## src/rtl/mio_bus_bridge_pkg.sv

```systemverilog
// mio_bus_bridge_pkg
//  Shared definitions for the memory/IO bridge:
//   - region codes produced by the address decoder
//   - bridge FSM state encoding
//   - address-map nibble constants (addr[31:28])
//   - decode_region helper used by the address decoder
package mio_bus_bridge_pkg;

  typedef enum logic [1:0] {
    REG_RAM  = 2'd0,
    REG_GPIO = 2'd1,
    REG_CNT  = 2'd2,
    REG_NONE = 2'd3
  } region_t;

  typedef enum logic [1:0] {
    ST_IDLE    = 2'd0,
    ST_BUSY    = 2'd1,
    ST_DONE    = 2'd2,
    ST_RELEASE = 2'd3
  } state_t;

  localparam logic [3:0] MAP_RAM  = 4'h0;
  localparam logic [3:0] MAP_GPIO = 4'hE;
  localparam logic [3:0] MAP_CNT  = 4'hF;

  // Largest wait count the 4-bit wait counter can hold.
  localparam int WAIT_MAX = 15;

  function automatic region_t decode_region(input logic [3:0] nib);
    case (nib)
      MAP_RAM:  decode_region = REG_RAM;
      MAP_GPIO: decode_region = REG_GPIO;
      MAP_CNT:  decode_region = REG_CNT;
      default:  decode_region = REG_NONE;
    endcase
  endfunction

endpackage

```

## src/rtl/mio_bus_bridge_if.sv

```systemverilog
// mio_bus_bridge_if
//  Requester-side bus between the multi-cycle controller and the bridge.
//   mem_r, mem_w   level read/write requests, held until mio_ready
//   addr, wdata    byte address and write data
//   rdata          read data returned by the bridge
//   mio_ready      one-cycle completion pulse
//   bus_err        one-cycle error pulse, coincident with mio_ready
//  modport master: the requester; modport slave: the bridge.
interface mio_bus_bridge_if;
  logic        mem_r;
  logic        mem_w;
  logic [31:0] addr;
  logic [31:0] wdata;
  logic [31:0] rdata;
  logic        mio_ready;
  logic        bus_err;

  modport master (
    output mem_r, mem_w, addr, wdata,
    input  rdata, mio_ready, bus_err
  );

  modport slave (
    input  mem_r, mem_w, addr, wdata,
    output rdata, mio_ready, bus_err
  );
endinterface

```

## src/rtl/mio_bus_bridge_addr_decode.sv

```systemverilog
// mio_bus_bridge_addr_decode
//  Combinational region decoder for the memory/IO bridge.
//  Ports:
//   addr_nib  in   4  address bits [31:28]
//   region    out  2  region code (RAM / GPIO / counter / none)
//   wait_cnt  out  4  extra BUSY cycles for that region
module mio_bus_bridge_addr_decode
  import mio_bus_bridge_pkg::*;
#(
  parameter int RAM_WAIT = 1,
  parameter int IO_WAIT  = 0
) (
  input  logic [3:0] addr_nib,
  output region_t    region,
  output logic [3:0] wait_cnt
);

  localparam logic [3:0] RAM_WAIT_C = 4'(RAM_WAIT);
  localparam logic [3:0] IO_WAIT_C  = 4'(IO_WAIT);

  // Unmapped accesses get no wait states so the error returns quickly.
  always_comb begin
    region = decode_region(addr_nib);
    case (region)
      REG_RAM:           wait_cnt = RAM_WAIT_C;
      REG_GPIO, REG_CNT: wait_cnt = IO_WAIT_C;
      default:           wait_cnt = 4'd0;
    endcase
  end

endmodule

```

## src/rtl/mio_bus_bridge.sv

```systemverilog
// mio_bus_bridge
//  Memory/IO bridge downstream of the multi-cycle controller. Converts a held
//  level request into exactly one region-decoded access (synchronous RAM, GPIO
//  or counter), inserts per-region wait states and returns rdata with a
//  one-cycle mio_ready pulse (plus bus_err on unmapped/conflicting requests).
//  Ports:
//   clk, reset            clock (rising edge), async active-high reset
//   bus (slave modport)   mem_r, mem_w, addr, wdata, rdata, mio_ready, bus_err
//   ram_addr/we/wdata     RAM word address, write strobe, write data
//   ram_rdata             RAM data, valid the cycle after ram_addr
//   gpio_we, gpio_rdata   GPIO write strobe, combinational read value
//   cnt_we, cnt_rdata     counter write strobe, combinational read value
//  Peripherals take their write data from ram_wdata (the latched wdata).
module mio_bus_bridge
  import mio_bus_bridge_pkg::*;
#(
  parameter int RAM_WAIT = 1,
  parameter int IO_WAIT  = 0,
  parameter int RAM_AW   = 10
) (
  input  logic              clk,
  input  logic              reset,
  mio_bus_bridge_if.slave   bus,
  output logic [RAM_AW-1:0] ram_addr,
  output logic              ram_we,
  output logic [31:0]       ram_wdata,
  input  logic [31:0]       ram_rdata,
  output logic              gpio_we,
  input  logic [31:0]       gpio_rdata,
  output logic              cnt_we,
  input  logic [31:0]       cnt_rdata
);

  if (RAM_WAIT < 0 || RAM_WAIT > WAIT_MAX || IO_WAIT < 0 || IO_WAIT > WAIT_MAX) begin : g_bad_wait
    $error("mio_bus_bridge: RAM_WAIT and IO_WAIT must be in 0..15");
  end
  if (RAM_AW < 1 || RAM_AW > 29) begin : g_bad_aw
    $error("mio_bus_bridge: RAM_AW must be in 1..29");
  end

  state_t      state;
  logic [3:0]  wcnt;
  logic [31:0] addr_q;
  logic [31:0] wdata_q;
  logic [31:0] rdata_q;
  logic        op_write_q;
  logic        conflict_q;
  region_t     region_q;

  logic        ram_we_q;
  logic        gpio_we_q;
  logic        cnt_we_q;
  logic        ready_q;
  logic        err_q;

  region_t     dec_region;
  logic [3:0]  dec_wait;
  logic [31:0] src_rdata;
  logic        fire_write;
  region_t     fire_region;
  logic        busy_last;
  logic        unused_addr_bits;

  mio_bus_bridge_addr_decode #(
    .RAM_WAIT (RAM_WAIT),
    .IO_WAIT  (IO_WAIT)
  ) u_decode (
    .addr_nib (bus.addr[31:28]),
    .region   (dec_region),
    .wait_cnt (dec_wait)
  );

  // Final BUSY cycle: the access itself happens here and DONE follows.
  assign busy_last = (state == ST_BUSY) && (wcnt == 4'd0);

  // Decide whether the next cycle is the final BUSY cycle of a write, so the
  // strobe register is high for exactly that cycle. With zero wait states the
  // final BUSY cycle directly follows IDLE, so the decoder output is used.
  always_comb begin
    fire_write  = 1'b0;
    fire_region = region_q;
    case (state)
      ST_IDLE: begin
        if (bus.mem_w && dec_wait == 4'd0) begin
          fire_write  = 1'b1;
          fire_region = dec_region;
        end
      end
      ST_BUSY: begin
        if (op_write_q && wcnt == 4'd1) begin
          fire_write = 1'b1;
        end
      end
      default: ;
    endcase
  end

  // Read source for the latched region; RAM data arrives one cycle after the
  // address, which lines up with DONE.
  always_comb begin
    case (region_q)
      REG_RAM:  src_rdata = ram_rdata;
      REG_GPIO: src_rdata = gpio_rdata;
      REG_CNT:  src_rdata = cnt_rdata;
      default:  src_rdata = 32'd0;
    endcase
  end

  // Bridge FSM with registered strobes, ready and error. RELEASE waits for the
  // requester to drop both lines so a held request is served only once.
  always_ff @(posedge clk or posedge reset) begin
    if (reset) begin
      state      <= ST_IDLE;
      wcnt       <= 4'd0;
      addr_q     <= 32'd0;
      wdata_q    <= 32'd0;
      rdata_q    <= 32'd0;
      op_write_q <= 1'b0;
      conflict_q <= 1'b0;
      region_q   <= REG_NONE;
      ram_we_q   <= 1'b0;
      gpio_we_q  <= 1'b0;
      cnt_we_q   <= 1'b0;
      ready_q    <= 1'b0;
      err_q      <= 1'b0;
    end else begin
      ram_we_q  <= fire_write && (fire_region == REG_RAM);
      gpio_we_q <= fire_write && (fire_region == REG_GPIO);
      cnt_we_q  <= fire_write && (fire_region == REG_CNT);
      ready_q   <= busy_last;
      err_q     <= busy_last && (conflict_q || region_q == REG_NONE);
      case (state)
        ST_IDLE: begin
          if (bus.mem_r || bus.mem_w) begin
            addr_q     <= bus.addr;
            wdata_q    <= bus.wdata;
            op_write_q <= bus.mem_w;
            conflict_q <= bus.mem_r && bus.mem_w;
            region_q   <= dec_region;
            wcnt       <= dec_wait;
            state      <= ST_BUSY;
          end
        end
        ST_BUSY: begin
          if (wcnt != 4'd0) begin
            wcnt <= wcnt - 4'd1;
          end else begin
            state <= ST_DONE;
          end
        end
        ST_DONE: begin
          rdata_q <= src_rdata;
          state   <= ST_RELEASE;
        end
        ST_RELEASE: begin
          if (!bus.mem_r && !bus.mem_w) begin
            state <= ST_IDLE;
          end
        end
        default: state <= ST_IDLE;
      endcase
    end
  end

  assign bus.mio_ready = ready_q;
  assign bus.bus_err   = err_q;
  assign bus.rdata     = (state == ST_DONE) ? src_rdata : rdata_q;

  assign ram_addr  = (state == ST_BUSY || state == ST_DONE) ? addr_q[RAM_AW+1:2] : '0;
  assign ram_we    = ram_we_q;
  assign ram_wdata = wdata_q;
  assign gpio_we   = gpio_we_q;
  assign cnt_we    = cnt_we_q;

  // Byte-offset bits and bits above the RAM window only matter for decode.
  assign unused_addr_bits = ^{addr_q[1:0], addr_q[31:RAM_AW+2]};

endmodule

```

## src/flat_wrapper.sv

```systemverilog
// flat-port wrapper written by rule: the top's interface ports become plain ports
module mio_bus_bridge_flat import mio_bus_bridge_pkg::*;
#(
  parameter int RAM_WAIT = 1,
  parameter int IO_WAIT  = 0,
  parameter int RAM_AW   = 10
)
  (clk, reset, ram_addr, ram_we, ram_wdata, ram_rdata, gpio_we, gpio_rdata, cnt_we, cnt_rdata, bus_mem_r, bus_mem_w, bus_addr, bus_wdata, bus_rdata, bus_mio_ready, bus_bus_err);
  mio_bus_bridge_if bus_i ();
  input  logic clk;
  input  logic reset;
  output logic [RAM_AW-1:0] ram_addr;
  output logic ram_we;
  output logic [31:0] ram_wdata;
  input  logic [31:0] ram_rdata;
  output logic gpio_we;
  input  logic [31:0] gpio_rdata;
  output logic cnt_we;
  input  logic [31:0] cnt_rdata;
  input wire logic [$bits(bus_i.mem_r)-1:0] bus_mem_r;
  input wire logic [$bits(bus_i.mem_w)-1:0] bus_mem_w;
  input wire logic [$bits(bus_i.addr)-1:0] bus_addr;
  input wire logic [$bits(bus_i.wdata)-1:0] bus_wdata;
  output wire logic [$bits(bus_i.rdata)-1:0] bus_rdata;
  output wire logic [$bits(bus_i.mio_ready)-1:0] bus_mio_ready;
  output wire logic [$bits(bus_i.bus_err)-1:0] bus_bus_err;
  assign bus_i.mem_r = bus_mem_r;
  assign bus_i.mem_w = bus_mem_w;
  assign bus_i.addr = bus_addr;
  assign bus_i.wdata = bus_wdata;
  assign bus_rdata = bus_i.rdata;
  assign bus_mio_ready = bus_i.mio_ready;
  assign bus_bus_err = bus_i.bus_err;
  mio_bus_bridge #(.RAM_WAIT(RAM_WAIT), .IO_WAIT(IO_WAIT), .RAM_AW(RAM_AW)) u_core (.clk(clk), .reset(reset), .bus(bus_i), .ram_addr(ram_addr), .ram_we(ram_we), .ram_wdata(ram_wdata), .ram_rdata(ram_rdata), .gpio_we(gpio_we), .gpio_rdata(gpio_rdata), .cnt_we(cnt_we), .cnt_rdata(cnt_rdata));
endmodule
```

## config.mk

```make
export PLATFORM = sky130hd
export DESIGN_NAME = mio_bus_bridge_flat
export DESIGN_NICKNAME = d
export VERILOG_FILES = /design/src/rtl/mio_bus_bridge_pkg.sv /design/src/rtl/mio_bus_bridge_if.sv /design/src/rtl/mio_bus_bridge_addr_decode.sv /design/src/rtl/mio_bus_bridge.sv /design/src/flat_wrapper.sv
export SDC_FILE = /design/constraint.sdc
export NUM_CORES = 1
export LEC_CHECK = 0
export ABC_CLOCK_PERIOD_IN_PS = 2950
export CELL_PAD_IN_SITES_DETAIL_PLACEMENT = 0
export CELL_PAD_IN_SITES_GLOBAL_PLACEMENT = 2
export CORE_ASPECT_RATIO = 0.5
export CORE_UTILIZATION = 20
export DETAILED_ROUTE_END_ITERATION = 7
export PLACE_DENSITY_LB_ADDON = 0.1
export RECOVER_POWER = 100
export SKIP_CTS_REPAIR_TIMING = 1
export SYNTH_ARGS = -nofsm -noshare
export SYNTH_HDL_FRONTEND = slang
export SYNTH_SLANG_ARGS = --single-unit
```

## constraint.sdc

```tcl
create_clock -name clk -period 2.95 [get_ports clk]
set_input_delay 0.59 -clock clk [delete_from_list [all_inputs] [get_ports clk]]
set_output_delay 0.59 -clock clk [all_outputs]
set_load 0.01 [all_outputs]
```

==> impl_metrics.csv, run 1 <==
group,metric,value,unit
outcome,status,"complete, but fails checks",
outcome,violations,"max-capacitance violations, max-slew violations",
power,pwr-share-comb,0.564,
layout,final_nets,803,
floorplanning,dieArea,0.0221,sq mm
layout,finalInstanceArea,0.00712,sq mm
worst_setup_path,ff2ff_path_depth,5,
floorplanning,rows,37,
route,vias_per_cell,4.20,
synth,synth_seq_area_share,0.520,
worst_setup_path,arrival,2.22,ns
worst_setup_path,critPathMaxStageDelay,0.59,ns
floorplanning,core_area,0.0208,sq mm
grt,grt_pass1_wl,21500,microns
sta,hold_viol,0,
sta,min_period_over_period,0.951,
grt,first_global_vias,3838,
grt,use_met2,0.202,
clock_network,clock-sinks,89,
worst_setup_path,crit_type,"flop to primary output",
layout,antenna_cells,0,
route,wl,13900,microns
min_path,hold_end,"u_core.conflict_q",
route,vias,3823,
grt,grt_use_met1,0.163,
synth,synth_edf_count,0,
route,firstDrtPassIters,4,
worst_setup_path,cp-start-kind,"flop",
route,antenna_left,0,
synth,yosys.area.top_type,"dfrtp_1",
placement,place_inst,894,
synth,synth_commonest_cells,"dfrtp_1, nor2_1, a21oi_1",
synth,synth_top_area_frac,0.508,
route,wl_per_cell,15.2,microns
layout,multiInputGateArea,0.00188,sq mm
synth,netlist_top_cells_area,"dfrtp_1, mux2_2, a21oi_1, mux2i_1, nor2_1",
layout,post-route-util,0.343,
worst_setup_path,path_cells,"inv_1 > ha_4 > buf_12 > nor2_1 > a21oi_1 > clkdlybuf4s50_1",
worst_setup_path,r2r-end,"u_core.ram_wdata[15]",
route,remaining_drc_errors,0,
power,peakVddDrop,0.291,mV
clock_network,tritoncts,"built",
power,switching_power,2.84,mW
power,p_leak,3.00,nW
worst_setup_path,critPathRequiredTime,2.36,ns
sta,worst_pin_slew,1.67,ns
min_path,holdPathStages,2,
clock_network,cts-buffers-inserted,9,
power,p_int,4.67,mW
worst_setup_path,crit_path_top_delay_cell,"clkdlybuf4s50_1",
placement,port_buffers,224,
synth,synth_cells,411,
worst_setup_path,cp_num_buf_inv,3,
worst_setup_path,r2r_setup_slack,0.47,ns
floorplanning,initial_core_util,0.206,
layout,fin_cells,910,
synth,postSynth.asyncResetShare,1.00,
route,drt_iter0_markers,86,
sta,fin_crit,2.81,ns
sta,hold_slack,0.483,ns
clock_network,cts_root_buffer,"clkbuf_16",
flow_run,cap_violations,1,
sta,finalMaxSlewViolations,36,
grt,antenna_found_initial,0,
grt,use_met3,0.0507,
grt,grt_max_degree,40,
worst_setup_path,worstSetupEndpointType,"primary output",
clock_network,clkSlewWorstSetupHoldPaths,0.07,ns
sta,skew,0.00667,ns
layout,layout-drive-gt1-share,0.121,
clock_network,insertion_delay,0.34,ns
synth,synth_nets,582,
sta,setup_violations,0,
worst_setup_path,crit_family,"buffers and inverters",
power,p_per_area,1050,mW/mm^2
layout,n_fill_cell,2163,
sta,max_freq,356,MHz
synth,yosysMostFrequentCell,"dfrtp_1",
synth,syn_area,0.00429,sq mm
grt,top_usage_layer,"met2",
synth,syn_area_per_cell,10.4,sq um
clock_network,cts_htree_levels,3,
sta,rsz0062_at_grt,"no",
placement,hpwl,10100,microns
synth,yosysWarnings,0,
power,switching_share,0.379,
grt,overflow,0,
grt,track_usage,0.127,
power,p_clk_frac,0.159,
sta,maxSlewHeadroom,-0.123,
worst_setup_path,worstReg2RegStart,"u_core.state[0]",
min_path,worstHoldStart,"u_core.conflict_q",
clock_network,clock_path_buffers,2,
power,seqPwrFrac,0.277,
floorplanning,io_pins,243,
synth,synth_ff_type,"dfrtp_1",
min_path,hold_path_class,"flop to flop",
worst_setup_path,crit_fanout,38,
placement,place.gp.congestion,0.700,
sta,tns,0,ns
layout,seqCellArea,0.00223,sq mm
floorplanning,die_h,106,microns
placement,dpl-instance-area,0.00691,sq mm
layout,area_growth_syn_to_layout,66.2,%
floorplanning,die_width,209,microns
synth,synth.distinct_cells,38,
synth,ys_ff_latch,89,
[registers in the layout, summed over array words and instances, names as in the netlist]
signal                flops
u_core.bus.mio_ready      1
u_core.conflict_q         1
u_core.bus.bus_err        1
u_core.cnt_we             1
u_core.ram_wdata         32
u_core.gpio_we            1
u_core.region_q           2
u_core.ram_we             1
u_core.state              2
u_core.rdata_q           32
u_core.wcnt               4
u_core.addr_q            10
u_core.op_write_q         1
[logic make-up after synthesis]
family                     count (synthesis)  share of synthesized area
AOI/OAI and AO/OA                         83                      0.103
muxes                                     75                      0.188
DFF                                       89                      0.520
and+or+nand+nor                          118                      0.128
buffers and inverters                     39                     0.0403
adders and majority gates                  7                     0.0204
[layout by cell type, fill, tap and decap left out, drive strengths merged, types with 9 or more instances in the layout]
| cell | instances |
|---|---|
| clkbuf | 24 |
| inv | 12 |
| dfrtp | 87 |
| mux2i | 32 |
| dlygate4sd3 | 48 |
| a21oi | 68 |
| and2 | 12 |
| mux2 | 43 |
| buf | 9 |
| nand2 | 14 |
| nor2 | 72 |
| clkdlybuf4s50 | 166 |
[area by class of cell]
| cell class | count | share of cell area |
|---|---|---|
| clock inverters | 5 | 0.00878 |
| flip-flops and latches | 89 | 0.313 |
| repair buffers | 237 | 0.325 |
| clock buffers | 11 | 0.0341 |
| well taps | 273 | 0.0480 |
| inverters | 12 | 0.00650 |
| multi-input cells | 283 | 0.264 |
[per-layer routing]
metal	routed length, microns	part of all wire
met1	6380	0.46
met2	6460	0.47
met3	915	0.066
met4	90	0.0065
met5	0	0
[power by group through the flow]
stage          sequential (mW)  clock, mW  combinational, mW
2_1_floorplan             2.18          0               2.23
3_3_place_gp              2.10          0               4.60
3_5_place_dp              2.11          0               4.59
4_1_cts                   2.09       1.26               4.62
5_1_grt                   2.16       1.30               4.69
6_report                  2.08       1.19               4.23
[worst reg2reg max path, stage by stage, from the launching register on]
cell and delay (ns):
dfrtp_1 0.39, inv_1 0.12, ha_1 0.37, nand2_1 0.52, buf_2 0.57, mux2_2 0.41
[metrics by stage]
stage          power [mW]  setup slack, ns
2_1_floorplan        4.40           0.0564
3_3_place_gp         6.70            0.239
3_5_place_dp         6.71            0.237
4_1_cts              7.98         -0.00760
5_1_grt              8.15          0.00419
6_report             7.51            0.144
[worst max path at each step]
stage | slack [ns] | end | depth (start not counted) | start
after floorplan | 0.06 | u_core.addr_q[10] | 1 | reset
after global placement | 0.24 | bus_rdata[31] | 6 | cnt_rdata[31]
after detailed placement | 0.24 | bus_rdata[31] | 6 | cnt_rdata[31]
after CTS | -0.008 | bus_rdata[6] | 6 | u_core.state[0]
after global routing | 0.004 | bus_rdata[25] | 6 | u_core.region_q[1]
final | 0.14 | bus_rdata[19] | 6 | u_core.state[0]
No activity file was read; power rests on OpenSTA's default activity.
==> run 2: changes to the inputs <==
--- a/config.mk
+++ b/config.mk
@@ -6,9 +6,10 @@
 export NUM_CORES = 1
 export LEC_CHECK = 0
 export ABC_CLOCK_PERIOD_IN_PS = 2950
+export CAP_MARGIN = 10
 export CELL_PAD_IN_SITES_DETAIL_PLACEMENT = 0
 export CELL_PAD_IN_SITES_GLOBAL_PLACEMENT = 2
-export CORE_ASPECT_RATIO = 0.5
+export CORE_ASPECT_RATIO = 1.4
 export CORE_UTILIZATION = 20
 export DETAILED_ROUTE_END_ITERATION = 7
 export PLACE_DENSITY_LB_ADDON = 0.1
==> run 2 against run 1 <==
  * The run now ends clean
  * Sequential share of layout area is 0.082 points lower
  * Combinational power is 2% higher
  * Global-route usage hardly changed
  * Sequential power hardly changed
  * Die area is 0.12% lower
  * Flip-flop and latch count stayed put
  * Design area is 0.26% higher
  * Wire length is 0.86% higher
==> impl_metrics.csv, run 2 (synthesis results as in run 1) <==
group,metric,value,unit
outcome,status,"complete, no violations",
sta,hold_slack,0.476,ns
sta,finalMaxSlewViolations,0,
floorplanning,rows,63,
sta,maxSlewHeadroom,0.120,
clock_network,cts_htree_levels,3,
floorplanning,die_width,126,microns
route,wl_per_cell,15.5,microns
route,antenna_left,0,
power,p_leak,3.02,nW
route,remaining_drc_errors,0,
flow_run,cap_violations,0,
clock_network,clkSlewWorstSetupHoldPaths,0.07,ns
floorplanning,initial_core_util,0.203,
worst_setup_path,worstSetupEndpointType,"primary output",
placement,place_inst,883,
layout,area_growth_syn_to_layout,66.6,%
floorplanning,die_h,175,microns
worst_setup_path,crit_path_top_delay_cell,"dlygate4sd3_1",
worst_setup_path,arrival,2.25,ns
layout,final_common_cell,"clkdlybuf4s50_1",
route,vias_per_cell,4.27,
grt,antenna_found_initial,0,
layout,layout-drive-gt1-share,0.128,
worst_setup_path,cp_common_cell,"a21oi_1",
grt,grt_use_met1,0.141,
worst_setup_path,r2r_setup_slack,0.62,ns
sta,setup_violations,0,
layout,final_cell_mix,"clkdlybuf4s50_1, dfrtp_1, nor2_1, a21oi_1, dlygate4sd3_1",
placement,port_buffers,224,
sta,skew,0.00951,ns
grt,use_met2,0.227,
placement,hpwl,10400,microns
sta,min_period_over_period,0.964,
clock_network,insertion_delay,0.35,ns
route,drt_iter0_markers,71,
layout,final_nets,806,
worst_setup_path,cp-start-kind,"flop",
route,firstDrtPassIters,4,
floorplanning,io_pins,243,
sta,hold_viol,0,
worst_setup_path,path_cells,"buf_12 > mux2i_1 > nor2_1 > a21oi_1 > a21oi_1 > dlygate4sd3_1",
grt,use_met3,0.0453,
floorplanning,dieArea,0.0220,sq mm
clock_network,tritoncts,"built",
clock_network,cts_root_buffer,"clkbuf_16",
placement,dp_slack,0.196,ns
layout,fin_cells,901,
min_path,holdPathStages,2,
clock_network,clock-sinks,89,
sta,fin_crit,2.84,ns
sta,worst_pin_slew,1.31,ns
worst_setup_path,critPathRequiredTime,2.36,ns
route,vias,3844,
power,peakVddDrop,0.386,mV
grt,overflow,0,
sta,worst_slack,0.106,ns
worst_setup_path,crit_type,"flop to primary output",
worst_setup_path,ff2ff_path_depth,5,
min_path,hold_path_class,"flop to flop",
worst_setup_path,critPathMaxStageDelay,0.61,ns
grt,first_global_vias,4023,
grt,top_usage_layer,"met2",
layout,n_fill_cell,2196,
grt,grt_max_degree,37,
grt,grt_pass1_wl,21700,microns
clock_network,cts-buffers-inserted,9,
route,wl,14000,microns
floorplanning,core_area,0.0211,sq mm
grt,track_usage,0.128,
clock_network,clock_path_buffers,2,
sta,max_freq,352,MHz
power,p_per_area,1060,mW/mm^2
sta,tns,0,ns
worst_setup_path,crit_fanout,27,
placement,place.gp.congestion,0.709,
layout,post-route-util,0.338,
[run 2: changes by cell type in the layout (fill, tap and decap cells not counted), moves of 3 or more]
cell             before  now
dlygate4sd3_1        48   51
clkdlybuf4s50_1     166  169
clkbuf_1             12    6
buf_4                 4    8
[run 2: routing by layer]
layer / share of wire / routed length [microns]
met1: 0.40 / 5570
met2: 0.51 / 7100
met3: 0.083 / 1170
met4: 0.010 / 142
met5: 0 / 0
[run 2: report_power, final]
part / total [mW] / switching [mW] / leakage, nW / internal (mW)
logic: 4.31 / 2.10 / 1.83 / 2.20
registers: 2.08 / 0.243 / 1.04 / 1.84
clock network: 1.15 / 0.554 / 0.145 / 0.596
total: 7.54 / 2.90 / 3.02 / 4.64
[run 2: cell type report]
type | instances | area (sq um) | area share
Timing Repair Buffer | 240 | 2350 | 0.329
Multi-Input combinational cell | 283 | 1900 | 0.265
Antenna cell | 1 | 2.50 | 0.000350
Clock buffer | 9 | 225 | 0.0315
Inverter | 12 | 46.3 | 0.00648
Tap cell | 260 | 325 | 0.0456
Clock inverter | 7 | 66.3 | 0.00929
Sequential cell | 89 | 2230 | 0.312
[run 2: path summary, 6_finish.rpt]
path | startpoint | to
setup / recovery | u_core.region_q[1] | bus_rdata[10]
hold / removal | u_core.conflict_q | u_core.conflict_q
setup reg to reg | u_core.state[0] | u_core.ram_wdata[18]
hold reg to reg | u_core.conflict_q | u_core.conflict_q
max in group asynchronous | reset | u_core.ram_wdata[7]
min in group asynchronous | reset | u_core.ram_we
[run 2: through the flow]
| step | instance area [sq um] | total power, mW |
|---|---|---|
| detailed placement | 6910 | 6.72 |
| finish | 7140 | 7.54 |
| CTS | 7200 | 7.94 |
| global route | 7140 | 8.14 |
| floorplan | 4290 | 4.40 |
| global placement | 6910 | 6.68 |
[run 2: worst max-delay path, delay by kind of cell (launching register included)]
family | cells | cell delay (ns)
mux | 1 | 0.23
simple gates | 1 | 0.05
flops | 1 | 0.56
compound gates | 2 | 0.22
buf+inv | 2 | 0.82
